File: src/rtl/band_scale_mc.sv
// band_scale_mc
//   Multi-channel pot-gain scaler. Each frame of NUM_BANDS signed audio
//   samples is multiplied band-by-band by an unsigned pot-derived gain.
//   One shared multiplier is used, and a small FSM (IDLE -> RUN -> DRAIN)
//   sequences it. Each result is shifted right by SHIFT (so a gain of
//   1<<SHIFT is unity) and then saturated to AUDIO_W bits. The completed
//   frame is flagged with a one-cycle vld_out strobe.
//
//   Optional build macro: GAIN_SLEW_EN
//     defined   - on each capture, each gain moves toward its pot value by
//                 at most SLEW_STEP.
//     undefined - each gain is loaded directly from its pot value.
//
// Ports
//   clk      in   system clock, rising edge
//   rst_n    in   synchronous active-low reset
//   vld_in   in   one-cycle strobe, new frame on pot/audio
//   pot      in   NUM_BANDS x POT_W unsigned gains, band i at [i*POT_W +: POT_W]
//   audio    in   NUM_BANDS x AUDIO_W signed samples, band i at [i*AUDIO_W +: AUDIO_W]
//   scaled   out  NUM_BANDS x AUDIO_W signed scaled samples (registered)
//   vld_out  out  one-cycle strobe, scaled/sat updated
//   busy     out  high while a frame is being processed
//   sat      out  high if any band of the last frame clamped
module band_scale_mc #(
    parameter int NUM_BANDS = 5,
    parameter int AUDIO_W   = 16,
    parameter int POT_W     = 12,
    parameter int SHIFT     = 10,
    parameter int SLEW_STEP = 64
) (
    input  logic                           clk,
    input  logic                           rst_n,
    input  logic                           vld_in,
    input  logic [NUM_BANDS*POT_W-1:0]     pot,
    input  logic [NUM_BANDS*AUDIO_W-1:0]   audio,
    output logic [NUM_BANDS*AUDIO_W-1:0]   scaled,
    output logic                           vld_out,
    output logic                           busy,
    output logic                           sat
);

    localparam int PROD_W = POT_W + 1 + AUDIO_W;
    localparam int IDX_W  = (NUM_BANDS > 1) ? $clog2(NUM_BANDS) : 1;

    // Clamp limits expressed at product width; the lower limit is ~max,
    // i.e. -max-1.
    localparam logic signed [PROD_W-1:0] R_MAX = PROD_W'((2 ** (AUDIO_W - 1)) - 1);
    localparam logic signed [PROD_W-1:0] R_MIN = ~R_MAX;
    localparam logic [AUDIO_W-1:0] SAT_HI = {1'b0, {(AUDIO_W-1){1'b1}}};
    localparam logic [AUDIO_W-1:0] SAT_LO = {1'b1, {(AUDIO_W-1){1'b0}}};

    if (NUM_BANDS < 1 || SHIFT < 0 || SLEW_STEP < 0) begin : g_param_check
        $error("band_scale_mc: invalid parameter set");
    end

    typedef enum logic [1:0] {
        IDLE,
        RUN,
        DRAIN
    } state_t;

    state_t                     state;
    logic [IDX_W-1:0]           idx;
    logic [IDX_W-1:0]           prod_idx;
    logic                       prod_v;
    logic signed [PROD_W-1:0]   prod;
    logic                       sat_acc;

    logic [POT_W-1:0]           gain     [NUM_BANDS];
    logic [POT_W-1:0]           gain_nxt [NUM_BANDS];
    logic signed [AUDIO_W-1:0]  aud      [NUM_BANDS];

    logic signed [POT_W:0]      mul_g;
    logic signed [AUDIO_W-1:0]  mul_a;
    logic signed [PROD_W-1:0]   mult;
    logic signed [PROD_W-1:0]   r;
    logic [AUDIO_W-1:0]         wb_val;
    logic                       wb_clamp;

    // The shared multiplier stage and the saturating write-back of the
    // previous product.
    always_comb begin
        mul_g    = $signed({1'b0, gain[idx]});
        mul_a    = aud[idx];
        mult     = PROD_W'(mul_g) * PROD_W'(mul_a);
        r        = prod >>> SHIFT;
        wb_val   = r[AUDIO_W-1:0];
        wb_clamp = 1'b0;
        if (r > R_MAX) begin
            wb_val   = SAT_HI;
            wb_clamp = 1'b1;
        end else if (r < R_MIN) begin
            wb_val   = SAT_LO;
            wb_clamp = 1'b1;
        end
    end

`ifdef GAIN_SLEW_EN
    localparam logic [POT_W-1:0] STEP = POT_W'(SLEW_STEP);

    // The distance is computed in the unsigned direction of travel, so the
    // stepped value can never leave 0..2^POT_W-1.
    always_comb begin
        gain_nxt = gain;
        for (int unsigned i = 0; i < NUM_BANDS; i++) begin
            if (pot[i*POT_W +: POT_W] > gain[i]) begin
                if ((pot[i*POT_W +: POT_W] - gain[i]) > STEP)
                    gain_nxt[i] = gain[i] + STEP;
                else
                    gain_nxt[i] = pot[i*POT_W +: POT_W];
            end else begin
                if ((gain[i] - pot[i*POT_W +: POT_W]) > STEP)
                    gain_nxt[i] = gain[i] - STEP;
                else
                    gain_nxt[i] = pot[i*POT_W +: POT_W];
            end
        end
    end
`else
    always_comb begin
        gain_nxt = gain;
        for (int unsigned i = 0; i < NUM_BANDS; i++) begin
            gain_nxt[i] = pot[i*POT_W +: POT_W];
        end
    end
`endif

    always_ff @(posedge clk) begin
        if (!rst_n) begin
            state    <= IDLE;
            idx      <= '0;
            prod_idx <= '0;
            prod_v   <= 1'b0;
            prod     <= '0;
            sat_acc  <= 1'b0;
            scaled   <= '0;
            vld_out  <= 1'b0;
            busy     <= 1'b0;
            sat      <= 1'b0;
            for (int unsigned i = 0; i < NUM_BANDS; i++) begin
                gain[i] <= '0;
                aud[i]  <= '0;
            end
        end else begin
            vld_out <= 1'b0;

            // Write-back runs one cycle behind the multiplier.
            if (prod_v) begin
                scaled[prod_idx*AUDIO_W +: AUDIO_W] <= wb_val;
                if (wb_clamp)
                    sat_acc <= 1'b1;
            end

            case (state)
                IDLE: begin
                    prod_v <= 1'b0;
                    if (vld_in) begin
                        for (int unsigned i = 0; i < NUM_BANDS; i++) begin
                            aud[i]  <= $signed(audio[i*AUDIO_W +: AUDIO_W]);
                            gain[i] <= gain_nxt[i];
                        end
                        idx     <= '0;
                        sat_acc <= 1'b0;
                        busy    <= 1'b1;
                        state   <= RUN;
                    end
                end
                RUN: begin
                    prod     <= mult;
                    prod_idx <= idx;
                    prod_v   <= 1'b1;
                    idx      <= idx + IDX_W'(1);
                    if (idx == IDX_W'(NUM_BANDS - 1))
                        state <= DRAIN;
                end
                DRAIN: begin
                    // The last band is written back on this edge, so its
                    // clamp is folded into sat directly.
                    prod_v  <= 1'b0;
                    vld_out <= 1'b1;
                    sat     <= sat_acc | (prod_v & wb_clamp);
                    busy    <= 1'b0;
                    idx     <= '0;
                    state   <= IDLE;
                end
                default: begin
                    prod_v <= 1'b0;
                    busy   <= 1'b0;
                    state  <= IDLE;
                end
            endcase
        end
    end

endmodule

File: config.mk
export PLATFORM = sky130hd
export DESIGN_NAME = band_scale_mc
export DESIGN_NICKNAME = d
export VERILOG_FILES = /design/src/rtl/band_scale_mc.sv
export SDC_FILE = /design/constraint.sdc
export NUM_CORES = 1
export LEC_CHECK = 0
export BUFFER_PORTS_ARGS = -buffer_cell sky130_fd_sc_hd__buf_2
export CAP_MARGIN = 20
export CORE_ASPECT_RATIO = 2
export CORE_MARGIN = 10
export CORE_UTILIZATION = 45
export DETAILED_ROUTE_END_ITERATION = 12
export PLACE_DENSITY = 0.67
export SETUP_SLACK_MARGIN = 0.1
export SYNTH_ARGS = -nofsm -noshare
export SYNTH_HDL_FRONTEND = slang
export SYNTH_SLANG_ARGS = --single-unit
File: constraint.sdc
create_clock -name clk -period 6.09 [get_ports clk]
set_input_delay 1.5225 -clock clk [delete_from_list [all_inputs] [get_ports clk]]
set_output_delay 1.5225 -clock clk [all_outputs]
set_load 0.01 [all_outputs]
Word-level counts from Yosys, hierarchy flattened --
Memory sizes are Yosys's and may differ from the RTL's. A register that Yosys moved wholly into a read port is not among the register bits. Cells that the tools add are included.
Word-level totals: bits in writable memories 80, register bits 182, bits of input ports 143, memories 1, output and inout port bits 83, word-level logic and storage cells 77
Memory list:
- aud | depth 5, bits a word 16, rd ports 1, clocked after Yosys merged registers in 1, write ports 5, line 71 | logic signed [AUDIO_W-1:0] aud [NUM_BANDS];
Operators by class: $mul 1, eq/ne operators 5, shifts and indexed selects 2, reductions and logical operators 6, bitwise logic cells 9, mux-type cells 33, magnitude comparators 3, $add $sub $neg 2
Operators by type and width (count):
- 2-to-1 mux 16 bit | 7
- bitwise mux 80 bit | 1
- variable shift 16 x 34 -> 80 bit, first input constant | 1
- indexed part select 16 x 34 -> 80 bit | 1
- binary-select mux 12 bit (select 3 bit) | 1
- negation 7 -> 34 bit | 1
- multiplier 13 x 16 -> 29 bit | 1
- 2-to-1 mux 12 bit | 2
- > comparator 19 x 16 -> 1 bit, second input constant | 1
- < comparator 19 x 16 -> 1 bit, second input constant | 1
- 2-to-1 mux 1 bit | 14
- 2-to-1 mux 3 bit | 3
- one-hot mux 3 bit (3 select lines) | 1
- AND reduction 2 bit | 4
- bitwise OR 1 bit | 6
- greater-or-equal comparator 4 bit, second input constant | 1
- 2-to-1 mux 2 bit | 2
- inequality test 2 bit, second input constant | 2
- inverter 3 -> 4 bit | 1
- one-hot mux 2 bit (2 select lines) | 1
- adder 3 x 1 -> 3 bit, second input constant | 1
- equality test 3 bit, second input constant | 1
- nonzero test 3 bit | 1
- equality test 2 x 1 -> 1 bit, second input constant | 1
- 5 further kinds | 5

Longest topological paths before layout --
Gate-level depths: netlist of the first run.
word-level depth 7, mapped depth 26

Least setup slack after synthesis of the first run --
OpenSTA, ideal clock, no wires.
path type register to register, start point register (tool-made name), end point register prod[26], required time 5.975 ns, slack -0.630 ns, cell stages (with the launch flop) 24, buffers on the path 1, data arrival time 6.604 ns, library setup time 0.115 ns, path through dfxtp_1 -> buf_4 -> mux4_2 -> mux2i_1 -> nor2_1 -> fa_1 -> inv_1 -> fa_1 -> inv_1 -> fa_1 -> fa_1 -> inv_1 -> fa_1 -> inv_1 -> ha_1 -> a21o_1 -> a21o_1 -> a21oi_1 -> nor2b_1 -> o21ai_0 -> nand2_1 -> a221o_2 -> or4_1 -> and3_1
RTL lines:
- end signal, assigned | line 169 | prod <= mult;
- end, declared | line 66 | logic signed [PROD_W-1:0] prod;

==> flow_summary.yaml, run 1 <==
placed_design:
  place_area_um2: 20100
  globalplace.congestion: 1.01
  detailedPlacementHpwl_mm: 44.1
  place.detailed.instances: 2527
  io_buffers: 225
sta:
  grt_setup_unrepaired: "yes"
  worst-slew-pin-transition_ns: 0.973
  setup-violations-final: 15
  final_hold_viol_count: 0
  timing_max_transition_violations_final: 0
  finalSetupTns_ns: -2.54
  max_slew_margin_pct: 34.9
  final.setup_skew_ns: 0.0222
  fraction_of_the_cycle_the_final_worst_path_needs_pct: 106
  timing.fmax_mhz: 155
  final_critical_path_setup_slack_ns: -0.355
  min_period_ns: 6.44
route:
  routed-via-count: 13624
  route.detailed.vias_per_inst: 5.26
  route.final.wire_length_mm: 54.8
  post-route-drc-count: 0
  dr.first_iter.drc_count: 707
  drtPass1Iterations: 5
  wire_per_inst_um: 21.2
  ant_nets: 0
power_and_ir_drop:
  share_clk_of_total_power_pct: 29.7
  p_sw_uw: 1840
  totalPowerFinal_uw: 5400
  p_comb_share_pct: 34.5
  power.switching_fraction_pct: 34.0
  cellPowerDensity_nw_per_um2: 253
  total_leakage_power_uw: 0.0100
  ir_worst_vdd_mv: 0.253
  p_seq_share_pct: 35.8
  power.internal_uw: 3570
worst_hold_path:
  hold_crit_path_type: "reg2reg"
floorplan:
  die_area_um2: 46400
  start_util_pct: 45.5
  num_rows: 100
  chipWidth_um: 157
  design.core.area_um2: 37300
  vertical_die_dimension_um: 295
  boundaryPins: 226
finish:
  multi_input_area_um2: 10200
  seq_area_um2: 5920
  layout.cell_area.non_filler_um2: 21400
  nNetsFinal: 2501
  area_growth_pct: 26.0
  post_layout_nonfiller_instances: 2590
  post_route_cells_drive_above_1_share_pct: 28.1
  n_fill_cell: 3343
clocking:
  cts.root.buffer_cell: "sky130_fd_sc_hd__clkbuf_16"
  cts.clk_slew.worst_paths_ns: 0.07
  cts_inserted_buffers: 25
  worstSkewPairLatency_ns: 0.58
  ctsHtreeMaxLevel: 1
  tritoncts: "built"
  cts_hold_buffers: 0
  numClockSinks: 255
  cts_max_path_buffers: 3
logic_synthesis:
  syn_inst: 1740
  ys_top_cells_by_count: "sky130_fd_sc_hd__inv_1, sky130_fd_sc_hd__nor2_1, sky130_fd_sc_hd__nand2_1"
  synth_edf_count: 80
  most_frequently_used_cell_type_in_the_post_synthesis_netlist: "sky130_fd_sc_hd__inv_1"
  synth_cell_types: 62
  ys_seq_area_share_pct: 34.8
  dominantRegCellSynth: "sky130_fd_sc_hd__dfxtp_1"
  ys_ff_latch: 255
  mappedNetlistNets: 2130
  synth_top_cell_area_share_pct: 20.9
  synth_area_per_cell_um2: 9.75
  synth_async_sr_flop_share_pct: 0
  post_synth_main_area_contributors: "sky130_fd_sc_hd__fa_1, sky130_fd_sc_hd__dfxtp_1, sky130_fd_sc_hd__edfxtp_1"
  ys.warnings.count: 0
  synth_area_leader_cell: "sky130_fd_sc_hd__fa_1"
  netlist_area_um2: 17000
setup_path:
  cp_data_arrival_time_ns: 6.89
  cp_cell_sequence: "buf_12 -> mux4_2 -> nand2_1 -> and2_1 -> buf_4 -> nor2_1 -> fa_1 -> inv_1 -> fa_1 -> inv_1 -> fa_1 -> fa_1 -> fa_1 -> ha_1 -> buf_4 -> o21ai_0 -> nand2b_1 -> a21oi_1 -> a21o_1 -> o31ai_4 -> buf_4 -> a21oi_2 -> xor2_1 -> o21ai_1"
  end_kind: "flip-flop"
  critical_path.max_stage_delay_ns: 0.62
  largest_delay_contributor_family_on_the_critical_path: "adder cells"
  critical_path_required_ns: 6.54
  crit_buf_inv: 6
  timing.setup.critical_path_class: "reg2reg"
  crit_path_frequent_cell: "sky130_fd_sc_hd__fa_1"
  crit_fanout: 7
  worst_setup_sp_type: "flip-flop"
  crit_slowest_cell: "sky130_fd_sc_hd__fa_1"
grt:
  grt_pass1_wl_mm: 85.2
  first_global_vias: 15300
  grt-ovfl-total: 0
  pin_count_of_the_biggest_net_entering_global_routing: 102
  number_of_antenna_violations_at_the_first_check_in_global_routing: 1
  grt_util_all_layers_pct: 24.1
run_status:
  status: "complete, but fails checks"
  failing_checks: "negative setup slack"
run:
  reported_max_cap_violation_count: 0
==> power groups by stage <==
stage | clock network [uW] | logic [uW] | registers, uW
after floorplan | 0 | 1050 | 1940
after global placement | 0 | 1760 | 1970
after detailed placement | 0 | 1770 | 1970
after CTS | 1630 | 1840 | 1940
after global routing | 1690 | 2050 | 1950
final | 1600 | 1860 | 1940
==> metrics by stage <==
stage                     setup slack, ns  utilization (%)  hold WS, ns
final                              -0.355             57.4        0.450
after global routing               -0.519             57.4        0.479
after CTS                          -0.222             56.9        0.451
after detailed placement           -0.377             54.0        0.442
after global placement             -0.300             54.0        0.439
after floorplan                    0.0159                -        0.424
==> registers in the layout (all words and copies together) (netlist names), named ones only <==
register / flops
sat_acc: 1
busy: 1
idx: 3
prod_v: 1
prod: 19
state: 2
sat: 1
gain: 60
scaled: 80
aud: 80
prod_idx: 3
vld_out: 1
==> layer usage <==
layer | global-route usage, % | routed length, um | vias up
li1 | - | - | 6391
met1 | 22.9 | 17900 | 6754
met2 | 47.0 | 31400 | 348
met3 | 3.23 | 2180 | 131
met4 | 13.9 | 3380 | 0
met5 | 0 | 0 | -
==> kinds of logic (layout without fill, tap and decap cells) <==
family          after synthesis  after routing  synth area share, %
simple gates                571            571                 15.2
buf+inv                     341            731                 7.66
flops                       255            255                 34.8
other cells                   0              1                    0
fa+ha+maj                   247            247                 26.0
mux                          53             53                 4.90
compound gates              253            253                 10.4
xor+xnor                     20             20                 1.03
==> path summary, 6_finish.rpt <==
| kind | startpoint | to | slack [ns] | cells after the start |
|---|---|---|---|---|
| max | flip-flop | prod[21] | -0.35 | 24 |
| min | scaled[2] | scaled[2] | 0.45 | 2 |
| max reg2reg | flip-flop | prod[21] | -0.35 | 24 |
| min reg2reg | scaled[2] | scaled[2] | 0.45 | 2 |
==> cell usage in the layout (no fill, tap or decap), types with 4 or more instances in the layout <==
cell type,n
sky130_fd_sc_hd__xor2_1,5
sky130_fd_sc_hd__clkinv_2,7
sky130_fd_sc_hd__nand2_2,7
sky130_fd_sc_hd__and2_4,6
sky130_fd_sc_hd__nor2_4,4
sky130_fd_sc_hd__buf_4,183
sky130_fd_sc_hd__nand2b_1,9
sky130_fd_sc_hd__a21o_1,12
sky130_fd_sc_hd__ha_4,11
sky130_fd_sc_hd__nand2_1,185
sky130_fd_sc_hd__a22o_1,65
sky130_fd_sc_hd__a21oi_1,67
sky130_fd_sc_hd__and2_1,92
sky130_fd_sc_hd__buf_6,8
sky130_fd_sc_hd__clkbuf_16,25
sky130_fd_sc_hd__fa_1,169
sky130_fd_sc_hd__a21oi_2,4
sky130_fd_sc_hd__ha_1,58
sky130_fd_sc_hd__xnor2_1,13
sky130_fd_sc_hd__inv_2,11
sky130_fd_sc_hd__or2_2,4
sky130_fd_sc_hd__nand4_1,7
sky130_fd_sc_hd__mux2i_1,27
sky130_fd_sc_hd__buf_2,225
sky130_fd_sc_hd__a22oi_1,33
sky130_fd_sc_hd__inv_1,239
sky130_fd_sc_hd__buf_12,15
sky130_fd_sc_hd__nand3_1,15
sky130_fd_sc_hd__inv_6,4
sky130_fd_sc_hd__edfxtp_1,80
sky130_fd_sc_hd__o21ai_0,26
sky130_fd_sc_hd__nor2_1,191
sky130_fd_sc_hd__nor3_1,18
sky130_fd_sc_hd__mux4_2,24
sky130_fd_sc_hd__fa_2,8
sky130_fd_sc_hd__nor2b_1,5
sky130_fd_sc_hd__dfxtp_1,171
==> tightest hold or removal path, stage by stage (launching register included) <==
cell	delay [ns]
sky130_fd_sc_hd__dfxtp_1	0.31
sky130_fd_sc_hd__nand2_1	0.05
sky130_fd_sc_hd__a21oi_1	0.05
==> what timing repair did <==
action,CTS,global route
pin swaps,19,27
gates resized for setup,39,31
endpoints found under the setup margin,18,19
buffers inserted,12,3
==> area by class of cell <==
type                    instances  share of cell area (%)
diodes                          1                  0.0117
clock buffers                  27                    3.01
clock inverters                19                   0.877
inverters                     253                    4.46
multi-input cells            1144                    47.7
flip-flops and latches        255                    27.7
well taps                     459                    2.68
repair buffers                432                    13.6
Note: power is estimated with default switching activity, not from simulation.
==> inputs of run 2 (changes only) <==
--- a/config.mk
+++ b/config.mk
@@ -8,7 +8,7 @@
 export BUFFER_PORTS_ARGS = -buffer_cell sky130_fd_sc_hd__buf_2
 export CAP_MARGIN = 20
 export CORE_ASPECT_RATIO = 2
-export CORE_MARGIN = 10
+export CORE_MARGIN = 2
 export CORE_UTILIZATION = 45
 export DETAILED_ROUTE_END_ITERATION = 12
 export PLACE_DENSITY = 0.67
==> run 2 against run 1 <==
Net effect: the flow still finishes with violations (negative setup slack); non-clock buffer count rose by 15; final cell count rose by 0.46%; critical endpoint is now prod[22]; die area fell by 15%; first-iteration DRC count rose by 8.5%; count of clock-buffer cells in the layout rose by 2; register-to-register slack improved by 0.04 ns; fmax rose by 0.70%; largest power group unchanged; worst setup slack improved by 0.045 ns; routed wire length fell by 3.4%.
==> flow_summary.yaml, run 2 (synthesis gave the netlist of run 1 again) <==
grt:
  pin_count_of_the_biggest_net_entering_global_routing: 74
  number_of_antenna_violations_at_the_first_check_in_global_routing: 2
  first_global_vias: 15203
  grt-ovfl-total: 0
  global_route.usage.met2_pct: 53.2
  use_met3_pct: 3.31
  grt_pass1_wl_mm: 82.3
  met1_usage_pct: 26.1
  grt_most_used_layer: "met2"
  grt_util_all_layers_pct: 27.3
floorplan:
  chipWidth_um: 141
  vertical_die_dimension_um: 279
  start_util_pct: 45.7
  num_rows: 100
  boundaryPins: 226
  design.core.area_um2: 37200
  die_area_um2: 39400
setup_path:
  end_kind: "flip-flop"
  crit_slowest_cell: "sky130_fd_sc_hd__fa_1"
  critPathLaunch: "idx[1]"
  largest_delay_contributor_family_on_the_critical_path: "adder cells"
  crit_buf_inv: 6
  cp_cell_sequence: "buf_12 -> mux4_2 -> a22oi_2 -> buf_12 -> nor2_4 -> fa_1 -> inv_2 -> fa_1 -> inv_2 -> fa_1 -> inv_2 -> fa_1 -> inv_2 -> fa_2 -> ha_4 -> nand4_1 -> nor4b_2 -> o211ai_1 -> o311a_1 -> o31ai_4 -> a311oi_1 -> xnor2_1 -> mux2i_1 -> nor2_1"
  regToRegStartpoint: "idx[1]"
  critical_path.max_stage_delay_ns: 0.51
  timing.setup.critical_path_class: "reg2reg"
  cp_data_arrival_time_ns: 6.80
  critical_path_required_ns: 6.49
  crit_fanout: 7
  worst_setup_sp_type: "flip-flop"
clocking:
  cts.root.buffer_cell: "sky130_fd_sc_hd__clkbuf_16"
  cts_inserted_buffers: 24
  cts_max_path_buffers: 3
  numClockSinks: 255
  ctsHtreeMaxLevel: 1
  tritoncts: "built"
  cts.clk_slew.worst_paths_ns: 0.07
  worstSkewPairLatency_ns: 0.55
sta:
  final.setup_skew_ns: 0.0274
  final_critical_path_setup_slack_ns: -0.310
  finalSetupTns_ns: -2.24
  setup-violations-final: 15
  max_slew_margin_pct: 36.4
  worst-slew-pin-transition_ns: 0.954
  min_period_ns: 6.40
  final_hold_viol_count: 0
  timing.fmax_mhz: 156
  grt_setup_unrepaired: "yes"
  fraction_of_the_cycle_the_final_worst_path_needs_pct: 105
  timing_max_transition_violations_final: 0
  worst_hold_slack_ns: 0.449
route:
  post-route-drc-count: 0
  ant_nets: 0
  routed-via-count: 13922
  dr.first_iter.drc_count: 767
  route.detailed.vias_per_inst: 5.35
  route.final.wire_length_mm: 53.0
  wire_per_inst_um: 20.4
  drtPass1Iterations: 5
finish:
  reg_top3: "aud x80, scaled x80, gain x60"
  area_growth_pct: 27.6
  commonest_cells_after_routing_fill_and_taps_aside: "sky130_fd_sc_hd__inv_1, sky130_fd_sc_hd__buf_2, sky130_fd_sc_hd__nor2_1, sky130_fd_sc_hd__buf_4, sky130_fd_sc_hd__nand2_1"
  multi_input_area_um2: 10400
  post_route_cells_drive_above_1_share_pct: 30.5
  nNetsFinal: 2515
  seq_area_um2: 5910
  mostFrequentLayoutCell: "sky130_fd_sc_hd__inv_1"
  n_fill_cell: 3237
  layout.cell_area.non_filler_um2: 21700
  fin_util_pct: 58.3
power_and_ir_drop:
  total_leakage_power_uw: 0.0101
  p_comb_share_pct: 36.2
  power.internal_uw: 3520
  p_seq_share_pct: 36.2
  p_sw_uw: 1820
  power.switching_fraction_pct: 34.1
  ir_worst_vdd_mv: 0.243
  share_clk_of_total_power_pct: 27.6
  cellPowerDensity_nw_per_um2: 246
placed_design:
  io_buffers: 225
  dp_slack_ns: -0.424
  detailedPlacementHpwl_mm: 42.3
  globalplace.congestion: 1.00
  place_area_um2: 20100
run_status:
  failing_checks: "negative setup slack"
  status: "complete, but fails checks"
worst_hold_path:
  min-delay-start: "scaled[5]"
  hold_crit_path_type: "reg2reg"
run:
  reported_max_cap_violation_count: 0
## run 2: cell count changes in the layout (fill, tap and decap cells not counted), moves of 6 or more
cell,delta
sky130_fd_sc_hd__buf_4,+6
sky130_fd_sc_hd__inv_2,+13
sky130_fd_sc_hd__fa_2,+8
sky130_fd_sc_hd__buf_6,+8
sky130_fd_sc_hd__o21ai_0,-6
sky130_fd_sc_hd__inv_1,-13
sky130_fd_sc_hd__fa_1,-8
## run 2: path summary, 6_finish.rpt
| check | cells after the start | endpoint | slack, ns |
|---|---|---|---|
| hold / removal | 2 | scaled[5] | 0.45 |
| hold reg to reg | 2 | scaled[5] | 0.45 |
| setup / recovery | 24 | prod[22] | -0.31 |
| setup reg to reg | 24 | prod[22] | -0.31 |
## run 2: area by class of cell
class / instances / share of cell area [%]
Timing Repair Buffer: 447 / 14.2
Multi-Input combinational cell: 1144 / 47.9
Inverter: 253 / 4.41
Clock buffer: 29 / 3.00
Tap cell: 459 / 2.65
Sequential cell: 255 / 27.3
Antenna cell: 2 / 0.0231
Clock inverter: 13 / 0.520
## run 2: stage by stage
step	std cells	power, uW
finish	2602	5340
global route	2601	5620
CTS	2590	5300
detailed placement	2524	3720
global placement	2524	3700
floorplan	1740	2990
## run 2: power by group through the flow
stage | Combinational, uW | Sequential, uW | Clock [uW]
detailed placement | 1750 | 1970 | 0
floorplan | 1050 | 1940 | 0
global placement | 1740 | 1960 | 0
CTS | 1880 | 1930 | 1490
finish | 1930 | 1930 | 1470
global route | 2120 | 1940 | 1550
## run 2: per-layer routing
layer,routed length (um),up-vias
met5,0,-
met4,4380,0
met3,2080,176
met2,29500,434
met1,17000,6895
li1,-,6417
## run 2: worst reg2reg max path, stage by stage, from the launching register on
cell                       delay (ns)
sky130_fd_sc_hd__dfxtp_4         0.38
sky130_fd_sc_hd__buf_12          0.13
sky130_fd_sc_hd__mux4_2          0.50
sky130_fd_sc_hd__a22oi_2         0.22
sky130_fd_sc_hd__buf_12          0.17
sky130_fd_sc_hd__nor2_4          0.04
sky130_fd_sc_hd__fa_1            0.52
sky130_fd_sc_hd__inv_2           0.05
sky130_fd_sc_hd__fa_1            0.52
sky130_fd_sc_hd__inv_2           0.04
sky130_fd_sc_hd__fa_1            0.50
sky130_fd_sc_hd__inv_2           0.04
sky130_fd_sc_hd__fa_1            0.51
sky130_fd_sc_hd__inv_2           0.05
sky130_fd_sc_hd__fa_2            0.46
sky130_fd_sc_hd__ha_4            0.30
sky130_fd_sc_hd__nand4_1         0.13
sky130_fd_sc_hd__nor4b_2         0.31
sky130_fd_sc_hd__o211ai_1        0.21
sky130_fd_sc_hd__o311a_1         0.39
sky130_fd_sc_hd__o31ai_4         0.22
sky130_fd_sc_hd__a311oi_1        0.15
sky130_fd_sc_hd__xnor2_1         0.16
sky130_fd_sc_hd__mux2i_1         0.19
sky130_fd_sc_hd__nor2_1          0.07
## run 2: what timing repair did
item	4_1_cts	5_1_grt
gates resized for setup	101	38
pin swaps	62	39
cloned	1	0
hold buffers	0	0
endpoints found under the setup margin	19	19
buffers inserted	24	9
==> inputs of run 3 (changes only) <==
--- a/config.mk
+++ b/config.mk
@@ -12,6 +12,7 @@
 export CORE_UTILIZATION = 45
 export DETAILED_ROUTE_END_ITERATION = 12
 export PLACE_DENSITY = 0.67
+export REMOVE_ABC_BUFFERS = 1
 export SETUP_SLACK_MARGIN = 0.1
 export SYNTH_ARGS = -nofsm -noshare
 export SYNTH_HDL_FRONTEND = slang
==> run 3 against run 2 <==
Net effect: the flow still finishes with violations (negative setup slack); sequential cell count unchanged; first-iteration DRC count down 36%; via count down 3.9%; final cell count up 1.2%; non-clock buffer count up 34; sequential power about the same; critical path depth up 2; global-route usage down 4.1 points; die area unchanged; clock skew down 0.011 ns; critical path type unchanged; largest power group unchanged.
==> flow_summary.yaml, run 3 (synthesis gave the netlist of run 1 again) <==
floorplan:
  vertical_die_dimension_um: 279
  design.core.area_um2: 37200
  start_util_pct: 45.7
  num_rows: 100
  die_area_um2: 39400
  chipWidth_um: 141
  boundaryPins: 226
power_and_ir_drop:
  total_leakage_power_uw: 0.0104
  ir_worst_vdd_mv: 0.240
  cellPowerDensity_nw_per_um2: 241
  totalPowerFinal_uw: 5330
grt:
  grt_pass1_wl_mm: 72.6
  pin_count_of_the_biggest_net_entering_global_routing: 141
  grt_most_used_layer: "met2"
  grt_util_all_layers_pct: 23.3
  global_route.usage.met2_pct: 46.9
  use_met3_pct: 1.99
  grt-ovfl-total: 0
  number_of_antenna_violations_at_the_first_check_in_global_routing: 0
  first_global_vias: 14506
  met1_usage_pct: 22.8
setup_path:
  worst_setup_sp_type: "flip-flop"
  crit_fanout: 6
  crit_slowest_cell: "sky130_fd_sc_hd__fa_1"
  end_kind: "flip-flop"
  crit_path_frequent_cell: "sky130_fd_sc_hd__fa_1"
  critical_path_required_ns: 6.53
  cp_data_arrival_time_ns: 6.75
  critical_path.max_stage_delay_ns: 0.55
  timing.setup.critical_path_class: "reg2reg"
clocking:
  cts.clk_slew.worst_paths_ns: 0.06
  cts_max_path_buffers: 3
  cts.root.buffer_cell: "sky130_fd_sc_hd__clkbuf_16"
  cts_hold_buffers: 0
  tritoncts: "built"
  cts_inserted_buffers: 23
  numClockSinks: 255
  worstSkewPairLatency_ns: 0.56
  ctsHtreeMaxLevel: 1
sta:
  grt_setup_unrepaired: "yes"
  final_critical_path_setup_slack_ns: -0.223
  max_slew_margin_pct: 28.9
  final_hold_viol_count: 0
  fraction_of_the_cycle_the_final_worst_path_needs_pct: 104
  timing_max_transition_violations_final: 0
  worst-slew-pin-transition_ns: 1.07
  timing.fmax_mhz: 158
  min_period_ns: 6.31
  worst_hold_slack_ns: 0.451
  final.setup_skew_ns: 0.0166
  setup-violations-final: 15
finish:
  diodes: 0
  area_growth_pct: 30.5
  reg_top3: "aud x80, scaled x80, gain x60"
  commonest_cells_after_routing_fill_and_taps_aside: "sky130_fd_sc_hd__buf_2, sky130_fd_sc_hd__inv_1, sky130_fd_sc_hd__buf_4"
  mostFrequentLayoutCell: "sky130_fd_sc_hd__buf_2"
  post_route_cells_drive_above_1_share_pct: 32.6
  n_fill_cell: 3125
  nNetsFinal: 2548
  post_layout_nonfiller_instances: 2634
route:
  wire_per_inst_um: 17.3
  drtPass1Iterations: 7
  ant_nets: 0
  route.detailed.vias_per_inst: 5.08
  route.final.wire_length_mm: 45.5
  routed-via-count: 13374
  post-route-drc-count: 0
  dr.first_iter.drc_count: 491
run_status:
  failing_checks: "negative setup slack"
  status: "complete, but fails checks"
placed_design:
  place.detailed.instances: 2558
  io_buffers: 225
  detailedPlacementHpwl_mm: 36.2
  dp_slack_ns: -0.518
  globalplace.congestion: 0.963
worst_hold_path:
  hold_crit_path_type: "reg2reg"
run:
  reported_max_cap_violation_count: 0
==> run 3: final cells by class <==
class | count | area, um^2 | share of cell area (%)
Multi-Input combinational cell | 1144 | 10500 | 47.4
Sequential cell | 255 | 5910 | 26.7
Timing Repair Buffer | 481 | 3420 | 15.4
Inverter | 253 | 952 | 4.30
Clock buffer | 28 | 624 | 2.82
Tap cell | 459 | 574 | 2.59
Clock inverter | 14 | 158 | 0.712
==> run 3: what timing repair did <==
action,4_1_cts,5_1_grt
pin swaps,116,44
buffers inserted,24,9
gates cloned,3,0
setup endpoints to repair,19,19
resized for setup,174,44
==> run 3: metrics by stage <==
step           utilization, %  area, um^2  setup TNS [ns]
2_1_floorplan               -       16600         -416.18
3_3_place_gp             54.3       20200           -4.09
3_5_place_dp             54.3       20200           -5.29
4_1_cts                  59.0       21900          -0.886
5_1_grt                  59.6       22100           -5.41
6_report                 59.6       22100           -1.80
==> run 3: path summary, 6_finish.rpt <==
check / slack, ns / end / startpoint / depth (start not counted)
max: -0.22 / prod[28] / idx[1] / 26
min: 0.45 / scaled[76] / scaled[76] / 2
max reg2reg: -0.22 / prod[28] / idx[1] / 26
min reg2reg: 0.45 / scaled[76] / scaled[76] / 2
==> run 3: worst max-delay path: cells and delay by family (launching register included) <==
kind                       cells  cell delay, ns
xor gates and xnor gates       1            0.18
and+or+nand+nor                6            0.93
adders and majority gates      6            2.76
muxes                          1            0.53
buffers and inverters          9            0.99
DFF                            1            0.37
AOI/OAI and AO/OA              3            0.44
==> run 3: metal layers <==
metal | vias up | wire (um)
met5 | - | 0
met4 | 0 | 2600
met3 | 111 | 1320
met2 | 329 | 25900
met1 | 6429 | 15600
li1 | 6505 | -
==> run 3: where the power goes <==
part	total [uW]	internal (uW)	switching [uW]	leakage, uW
clock network	1510	831	678	0.000378
registers	1920	1870	55.9	0.00229
logic	1900	896	1000	0.00769
total	5330	3590	1740	0.0104
